===== src/rtl/pnb_spi_frame_rx_if.sv =====
// SPI receive-side bus: serial inputs from the transmit stage and the
// word/status outputs handed to the consumer.
interface pnb_spi_frame_rx_if #(
    parameter int DATA_W = 16
);
    logic              sck;
    logic              sdo;
    logic              cs_n;
    logic [DATA_W-1:0] data_out;
    logic              data_vld;
    logic              frame_err;
    logic              busy;

    modport master (
        output sck, sdo, cs_n,
        input  data_out, data_vld, frame_err, busy
    );

    modport slave (
        input  sck, sdo, cs_n,
        output data_out, data_vld, frame_err, busy
    );
endinterface


===== src/rtl/pnb_spi_frame_rx.sv =====
// Oversampling SPI frame receiver: synchronizes sck/sdo/cs_n into clk,
// assembles DATA_W-bit MSB-first words and flags short or over-long frames.
module pnb_spi_frame_rx #(
    parameter int DATA_W      = 16,
    parameter int SYNC_STAGES = 2
) (
    input  logic               clk,
    input  logic               rst_n,
    pnb_spi_frame_rx_if.slave  bus
);
    localparam int CNT_W = $clog2(DATA_W + 1);

    typedef enum logic [1:0] {IDLE, SHIFT, HOLD} state_e;

    logic [SYNC_STAGES-1:0] sck_sync_q, sdo_sync_q, cs_sync_q, flush_q;
    logic                   sck_prev_q, cs_prev_q;
    logic                   sck_s, sdo_s, cs_s, sck_rise, cs_rise, last_bit;

    state_e                 state_q;
    logic [DATA_W-1:0]      shift_q, data_q, word_d;
    logic [CNT_W-1:0]       cnt_q, cnt_d;
    logic                   extra_q, armed_q, vld_q, err_q, busy_q;

    // flush_q marks when the chain outputs reflect real pins rather than
    // reset values, so cs_n idle-high after reset can arm the receiver.
    always_ff @(posedge clk or negedge rst_n) begin
        if (!rst_n) begin
            sck_sync_q <= '0;
            sdo_sync_q <= '0;
            cs_sync_q  <= '1;
            flush_q    <= '0;
            sck_prev_q <= 1'b0;
            cs_prev_q  <= 1'b1;
        end else begin
            // NOTE: non-blocking so each stage captures the previous stage's old value.
            sck_sync_q <= {sck_sync_q[SYNC_STAGES-2:0], bus.sck};
            sdo_sync_q <= {sdo_sync_q[SYNC_STAGES-2:0], bus.sdo};
            cs_sync_q  <= {cs_sync_q[SYNC_STAGES-2:0], bus.cs_n};
            flush_q    <= {flush_q[SYNC_STAGES-2:0], 1'b1};
            sck_prev_q <= sck_sync_q[SYNC_STAGES-1];
            cs_prev_q  <= cs_sync_q[SYNC_STAGES-1];
        end
    end

    assign sck_s    = sck_sync_q[SYNC_STAGES-1];
    assign sdo_s    = sdo_sync_q[SYNC_STAGES-1];
    assign cs_s     = cs_sync_q[SYNC_STAGES-1];
    assign sck_rise = sck_s & ~sck_prev_q;
    assign cs_rise  = cs_s & ~cs_prev_q;
    assign word_d   = {shift_q[DATA_W-2:0], sdo_s};
    assign cnt_d    = cnt_q + CNT_W'(1);
    assign last_bit = sck_rise && (cnt_q == CNT_W'(DATA_W - 1));

    // A frame already in progress at reset release is skipped: armed_q only
    // sets once cs_n is seen high through a flushed synchronizer.
    always_ff @(posedge clk or negedge rst_n) begin
        if (!rst_n) begin
            state_q <= IDLE;
            shift_q <= '0;
            data_q  <= '0;
            cnt_q   <= '0;
            extra_q <= 1'b0;
            armed_q <= 1'b0;
            vld_q   <= 1'b0;
            err_q   <= 1'b0;
            busy_q  <= 1'b0;
        end else begin
            vld_q <= 1'b0;
            err_q <= 1'b0;
            if (flush_q[SYNC_STAGES-1] && cs_s) armed_q <= 1'b1;

            case (state_q)
                IDLE: begin
                    if (armed_q && !cs_s) begin
                        state_q <= SHIFT;
                        busy_q  <= 1'b1;
                        shift_q <= '0;
                        cnt_q   <= '0;
                        extra_q <= 1'b0;
                    end
                end
                SHIFT: begin
                    if (sck_rise) begin
                        shift_q <= word_d;
                        cnt_q   <= cnt_d;
                    end
                    // The final bit wins over a coincident cs_n rise.
                    if (last_bit) begin
                        data_q  <= word_d;
                        vld_q   <= 1'b1;
                        state_q <= cs_rise ? IDLE : HOLD;
                        busy_q  <= ~cs_rise;
                    end else if (cs_rise) begin
                        err_q   <= 1'b1;
                        state_q <= IDLE;
                        busy_q  <= 1'b0;
                    end
                end
                HOLD: begin
                    if (sck_rise) extra_q <= 1'b1;
                    if (cs_rise) begin
                        err_q   <= extra_q | sck_rise;
                        state_q <= IDLE;
                        busy_q  <= 1'b0;
                    end
                end
                default: begin
                    state_q <= IDLE;
                    busy_q  <= 1'b0;
                end
            endcase
        end
    end

    assign bus.data_out  = data_q;
    assign bus.data_vld  = vld_q;
    assign bus.frame_err = err_q;
    assign bus.busy      = busy_q;
endmodule


===== src/flat_wrapper.sv =====
// flat-port wrapper written by rule: the top's interface ports become plain ports
module pnb_spi_frame_rx_flat 
#(
    parameter int DATA_W      = 16,
    parameter int SYNC_STAGES = 2
)
  (clk, rst_n, bus_sck, bus_sdo, bus_cs_n, bus_data_out, bus_data_vld, bus_frame_err, bus_busy);
  pnb_spi_frame_rx_if #(.DATA_W(DATA_W)) bus_i ();
  input  logic clk;
  input  logic rst_n;
  input wire logic [$bits(bus_i.sck)-1:0] bus_sck;
  input wire logic [$bits(bus_i.sdo)-1:0] bus_sdo;
  input wire logic [$bits(bus_i.cs_n)-1:0] bus_cs_n;
  output wire logic [$bits(bus_i.data_out)-1:0] bus_data_out;
  output wire logic [$bits(bus_i.data_vld)-1:0] bus_data_vld;
  output wire logic [$bits(bus_i.frame_err)-1:0] bus_frame_err;
  output wire logic [$bits(bus_i.busy)-1:0] bus_busy;
  assign bus_i.sck = bus_sck;
  assign bus_i.sdo = bus_sdo;
  assign bus_i.cs_n = bus_cs_n;
  assign bus_data_out = bus_i.data_out;
  assign bus_data_vld = bus_i.data_vld;
  assign bus_frame_err = bus_i.frame_err;
  assign bus_busy = bus_i.busy;
  pnb_spi_frame_rx #(.DATA_W(DATA_W), .SYNC_STAGES(SYNC_STAGES)) u_core (.clk(clk), .rst_n(rst_n), .bus(bus_i));
endmodule

===== config.mk =====
export PLATFORM = sky130hd
export DESIGN_NAME = pnb_spi_frame_rx_flat
export DESIGN_NICKNAME = d
export VERILOG_FILES = /design/src/rtl/pnb_spi_frame_rx_if.sv /design/src/rtl/pnb_spi_frame_rx.sv /design/src/flat_wrapper.sv
export SDC_FILE = /design/constraint.sdc
export NUM_CORES = 1
export LEC_CHECK = 0
export BUFFER_PORTS_ARGS = -buffer_cell sky130_fd_sc_hd__buf_2
export CAP_MARGIN = 0
export CORE_ASPECT_RATIO = 2
export CORE_UTILIZATION = 54
export CTS_BUF_LIST = sky130_fd_sc_hd__clkbuf_8
export DETAILED_ROUTE_END_ITERATION = 10
export GPL_ROUTABILITY_DRIVEN = 0
export PLACE_DENSITY = 0.74
export SYNTH_ARGS = -nofsm -noshare
export SYNTH_HDL_FRONTEND = slang
export SYNTH_SLANG_ARGS = --single-unit

===== constraint.sdc =====
create_clock -name clk -period 3.8 [get_ports clk]
set_clock_uncertainty 0.15 [all_clocks]
set_input_delay 0.38 -clock clk [delete_from_list [all_inputs] [get_ports clk]]
set_output_delay 0.38 -clock clk [all_outputs]
set_load 0.01 [all_outputs]

======== After elaboration in Yosys (flattened, before gate mapping) ========
Cells that the tools add are included.
operators by class
  $add $sub $neg .......................... 1
  equal/unequal tests ..................... 6
  muxes and demuxes ....................... 24
  bitwise logic cells ..................... 6
  reduce and logical (&&, ||, !) cells .... 10
operators with widths
  cell                                                             number
  15-bit two-way mux                                               2
  15-bit one-hot mux with 2 select lines                           1
  1-bit two-way mux                                                10
  5-bit two-way mux                                                2
  5-bit one-hot mux with 2 select lines                            1
  2-bit two-way mux                                                4
  2-bit by 1-bit != test with 1-bit output, second input constant  3
  2-bit one-hot mux with 3 select lines                            1
  3-bit AND reduction                                              2
  5-bit by 1-bit adder with 5-bit output, second input constant    1
  5-bit by 4-bit == test with 1-bit output, second input constant  1
  1-bit one-hot mux with 2 select lines                            2
  2-bit nonzero test                                               2
  1-bit logical AND                                                3
  1-bit inverter                                                   3
  1-bit one-hot mux with 3 select lines                            1
  1-bit AND                                                        2
  2-bit by 1-bit == test with 1-bit output, second input constant  1
  2-bit == test, second input constant                             1
  2-bit zero test                                                  1
  2-bit AND reduction                                              1
  1-bit zero test                                                  1
  1-bit OR                                                         1
storage, ports and cells
  register bits after elaboration ......... 53
  bits of input ports ..................... 5
  output and inout port bits .............. 19
  word-level logic and storage cells ...... 62

======== Logic depth before layout (Yosys ltp) ========
  word-level depth ........................ 5
  gate-level depth with buffers ........... 8
  gate-level depth less buffers ........... 7

======== Least setup slack after synthesis ========
OpenSTA, ideal clock, no wires.
  kind .................................... reg2reg
  from .................................... register u_core.cnt_q[0]
  to ...................................... register u_core.state_q[1]
  library setup time ...................... 0.124 ns
  arrival time ............................ 1.525 ns
  required time ........................... 3.526 ns
  setup slack ............................. 2.001 ns
  stages on the path, launching flop included .. 7
  buffers on the path ..................... 0
  clock period less this slack ............ 1.799 ns
  cells stage by stage .................... dfrtp_1 ha_1 and3_1 ha_1 nor4bb_1 nor4_1 a211o_1
between the ends
  cells in the longest elaborated chain, start to end .. 4
ends and longest elaborated chain
  element                                   line                    RTL
  from (decl)                               pnb_spi_frame_rx.sv:21  logic [CNT_W-1:0] cnt_q, cnt_d;
  from (signal assigned)                    pnb_spi_frame_rx.sv:85  cnt_q <= cnt_d;
  5-bit by 4-bit == test with 1-bit output  pnb_spi_frame_rx.sv:52  assign last_bit = sck_rise && (cnt_q == CNT_W'(DATA_W - 1));
  1-bit logical AND                         pnb_spi_frame_rx.sv:52
  2-bit two-way mux                         pnb_spi_frame_rx.sv:88  if (last_bit) begin
  2-bit one-hot mux with 3 select lines     pnb_spi_frame_rx.sv:72  case (state_q)
  to (signal assigned)                      pnb_spi_frame_rx.sv:91  state_q <= cs_rise ? IDLE : HOLD;
  to (decl)                                 pnb_spi_frame_rx.sv:19  state_e state_q;
Every way passes these cells.
A chain may end at the register's enable or synchronous reset.

======== Final worst setup path ========
  from .................................... register u_core.state_q[1]
  to ...................................... register u_core.cnt_q[4]
between the ends
  cells in the longest elaborated chain, start to end .. 3
  elaborated cells on any way between the ends .. 7
  those cells by class .................... eq/ne: 3; mux: 1; reduce/logical: 3
ends and longest elaborated chain
  element                                                                                          line
  2-bit by 1-bit == test with 1-bit output / 2-bit zero test (equally long branches)               pnb_spi_frame_rx.sv:72
  2-bit by 1-bit != test with 1-bit output (no line) / 2-bit nonzero test (equally long branches)  n/a
  3-bit AND reduction (no line)                                                                    n/a
Parallel ways exist; a longest one is shown, timed or not.

==> insert_results.sql <==
INSERT INTO impl_metrics (metric_group, metric, value, unit) VALUES
('clocking', 'h-tree-depth', '2', ''),
('sta', 'final-max-slew-violation-count', '0', ''),
('sta', 'fin_tns_setup', '0', 'ns'),
('logic_synthesis', 'synth_edf_count', '0', ''),
('placement', 'placed_instance_area', '2359', 'um2'),
('clocking', 'cts_buffers', '5', ''),
('routing', 'postRouteWirelength', '3541', 'um'),
('routing', 'drc_errors', '0', ''),
('die', 'floorplan.core_area', '3924', 'um2'),
('global_route', 'antenna_violations_before_repair', '0', ''),
('final_layout', 'areaGrowthSynthToFinish', '9.604', '%'),
('final_layout', 'layout.cells.most_common', 'sky130_fd_sc_hd__dfrtp_1', ''),
('sta', 'slew_headroom', '50.19', '%'),
('die', 'dieWidth', '47.55', 'um'),
('sta', 'timing.fmax', '385.7', 'MHz'),
('min_path', 'hold_path_class', 'in -> reg', ''),
('logic_synthesis', 'syn_avg_cell_area', '11.26', 'um2'),
('critical_path', 'critPathCaptureType', 'flip-flop', ''),
('die', 'rows', '32', ''),
('routing', 'drtAntennaViolNets', '0', ''),
('routing', 'drt-vias-per-instance', '5.095', ''),
('critical_path', 'worst_ep_arrival_time', '2.67', 'ns'),
('status', 'run_status', 'finished clean', ''),
('placement', 'place_ws', '1.184', 'ns'),
('final_layout', 'commonest_cells_after_routing_fill_and_taps_aside', '50 x sky130_fd_sc_hd__dfrtp_1, 36 x sky130_fd_sc_hd__nand2_1, 26 x sky130_fd_sc_hd__inv_1', ''),
('routing', 'drt-initial-drc-count', '37', ''),
('die', 'die-height', '93.10', 'um'),
('die', 'die-area', '4427', 'um2'),
('clocking', 'cts.clk_slew.worst_paths', '0.09', 'ns'),
('final_layout', 'layout_filler_cell_count', '352', ''),
('routing', 'detail_route.wl_per_cell', '12.88', 'um'),
('die', 'start_util', '57.11', '%'),
('sta', 'hold_ws', '0.02066', 'ns'),
('global_route', 'pin_count_of_the_biggest_net_entering_global_routing', '36', ''),
('logic_synthesis', 'synthesis.nets', '210', ''),
('power', 'power-per-cell-area', '513.8', 'nW/um2'),
('sta', 'finalSetupViolations', '0', ''),
('logic_synthesis', 'synthCells', '199', ''),
('global_route', 'number_of_global_route_vias_before_repair', '1384', ''),
('final_layout', 'drive_above_1_share', '16.07', '%'),
('logic_synthesis', 'synth-main-ff-cell', 'sky130_fd_sc_hd__dfrtp_1', ''),
('job', 'timing.max_cap.violations', '0', ''),
('logic_synthesis', 'synth_warnings', '0', ''),
('critical_path', 'setup_crit_path_kind', 'reg -> reg', ''),
('placement', 'place.port_buffers', '23', ''),
('clocking', 'clockRootBuffer', 'sky130_fd_sc_hd__clkbuf_8', ''),
('logic_synthesis', 'synth_async_sr_flop_share', '100.0', '%'),
('routing', 'route.vias.total', '1401', ''),
('clocking', 'cts_setup_buffers', '0', ''),
('logic_synthesis', 'post_synth_num_cell_types', '35', ''),
('final_layout', 'inserted_diodes', '0', ''),
('global_route', 'grt-ovfl-total', '0', ''),
('logic_synthesis', 'fraction_of_the_yosys_area_taken_by_sequential_cells', '59.35', '%'),
('critical_path', 'timing.critical_path.fanout_max', '23', ''),
('clocking', 'clock-sinks', '53', ''),
('logic_synthesis', 'synth.cell_area', '2241', 'um2'),
('clocking', 'clock_tree_from_tritoncts', 'done', ''),
('final_layout', 'cell_area_after_layout', '2456', 'um2'),
('clocking', 'cts.hold.buffers_added', '1', ''),
('sta', 'timing.final.crit_share', '68.23', '%'),
('power', 'power.static_leakage', '1.167', 'nW'),
('logic_synthesis', 'flop_and_latch_count_out_of_synthesis', '53', ''),
('global_route', 'gr-usage-all-layers', '18.93', '%'),
('clocking', 'ctsResizeCount', '0', ''),
('sta', 'worst-slew-pin-transition', '0.7471', 'ns'),
('critical_path', 'kind_of_launch_point_of_the_worst_setup_path', 'flip-flop', ''),
('critical_path', 'critical_path_required', '3.88', 'ns'),
('clocking', 'max-clock-path-buffers', '2', ''),
('global_route', 'grt_first_pass_wirelength', '5975', 'um'),
('routing', 'dr.pass1.iters', '4', ''),
('power', 'peakVddDrop', '0.0002628', 'V'),
('placement', 'detailed_place_hpwl', '2449', 'um'),
('clocking', 'insertion_delay', '0.31', 'ns'),
('sta', 'timing.final.crit_period', '2.593', 'ns'),
('final_layout', 'layout_net_count', '234', ''),
('sta', 'rsz0062_at_grt', 'false', ''),
('sta', 'setup_ws', '1.207', 'ns'),
('die', 'io_pins', '24', ''),
('sta', 'finalHoldViolations', '0', '');
area by class of cell:
type,instances,area (um2),share of cell area [%]
well taps,51,63.81,2.598
repair buffers,26,140.1,5.706
flip-flops and latches,53,1330,54.15
clock buffers,5,68.82,2.802
inverters,25,93.84,3.821
multi-input cells,112,740.7,30.16
clock inverters,3,18.77,0.7641
path summary, 6_finish.rpt:
check,from,to,slack (ns),cells past startpoint
max,u_core.state_q[1]$_DFFE_PN0P_,u_core.cnt_q[4]$_DFFE_PN0P_,1.21,5
min,bus_cs_n,u_core.cs_sync_q[0]$_DFF_PN1_,0.02,1
max reg2reg,u_core.state_q[1]$_DFFE_PN0P_,u_core.cnt_q[4]$_DFFE_PN0P_,1.21,5
min reg2reg,u_core.sck_sync_q[0]$_DFF_PN0_,u_core.sck_sync_q[1]$_DFF_PN0_,0.21,0
max in group asynchronous,rst_n,u_core.cs_sync_q[1]$_DFF_PN1_,2.32,3
min in group asynchronous,rst_n,u_core.shift_q[2]$_DFFE_PN0P_,0.37,2
cells in the mapped netlist, drive strengths merged (2+ instances only):
master / count / area [um2]
nand2: 36 / 135.1
ha: 6 / 75.07
a22oi: 2 / 28.78
dfrtp: 50 / 1251
o21ai: 19 / 95.09
buf: 6 / 65.06
a22o: 2 / 17.52
inv: 25 / 93.84
nor3: 2 / 10.01
dfstp: 3 / 78.83
mux2i: 20 / 200.2
a211oi: 2 / 15.01
nor2b: 2 / 12.51
clkbuf: 3 / 11.26
a211o: 2 / 17.52
nand2b: 4 / 25.02
metrics by stage:
step / power [mW] / cells / utilization, %
3_3_place_gp: 0.9614 / 266 / 60.11
6_report: 1.262 / 275 / 62.60
3_5_place_dp: 0.9645 / 266 / 60.11
5_1_grt: 1.329 / 275 / 62.60
2_1_floorplan: 0.9436 / 199 / -
4_1_cts: 1.279 / 275 / 62.60
power breakdown:
part	total, mW	switching, mW	internal, mW
Combinational	0.302	0.182	0.120
Sequential	0.650	0.0363	0.614
Clock	0.309	0.182	0.127
kinds of logic after synthesis:
family	after synthesis	synth area share (%)
buffers and inverters	34	7.593
multiplexers	20	8.933
other	1	0.1673
adder cells (fa/ha/maj)	6	3.350
AO/OA/AOI/OAI	32	9.492
AND/OR/NAND/NOR	53	11.11
flip-flops	53	59.35
metal layers:
metal | global-route usage (%) | vias up | wire length (um)
met5 | 0 | - | 0
met4 | 9.491 | 0 | 84
met3 | 3.089 | 6 | 85
met2 | 30.48 | 20 | 1829
met1 | 23.44 | 681 | 1542
li1 | - | 694 | -
sequential cells by signal (all words and copies together), names as in the netlist, 2 cells and up:
name                 count
u_core.bus.data_out     16
u_core.shift_q          15
u_core.cnt_q             5
u_core.cs_sync_q         2
u_core.flush_q           2
u_core.sck_sync_q        2
u_core.sdo_sync_q        2
u_core.state_q           2
critical path: stages (launching register included):
cell	delay, ns
sky130_fd_sc_hd__dfrtp_1	0.42
sky130_fd_sc_hd__inv_1	0.11
sky130_fd_sc_hd__ha_1	0.63
sky130_fd_sc_hd__nand3b_1	0.28
sky130_fd_sc_hd__a22oi_4	0.66
sky130_fd_sc_hd__mux2i_1	0.27
Note: power is estimated with default switching activity, not from simulation.
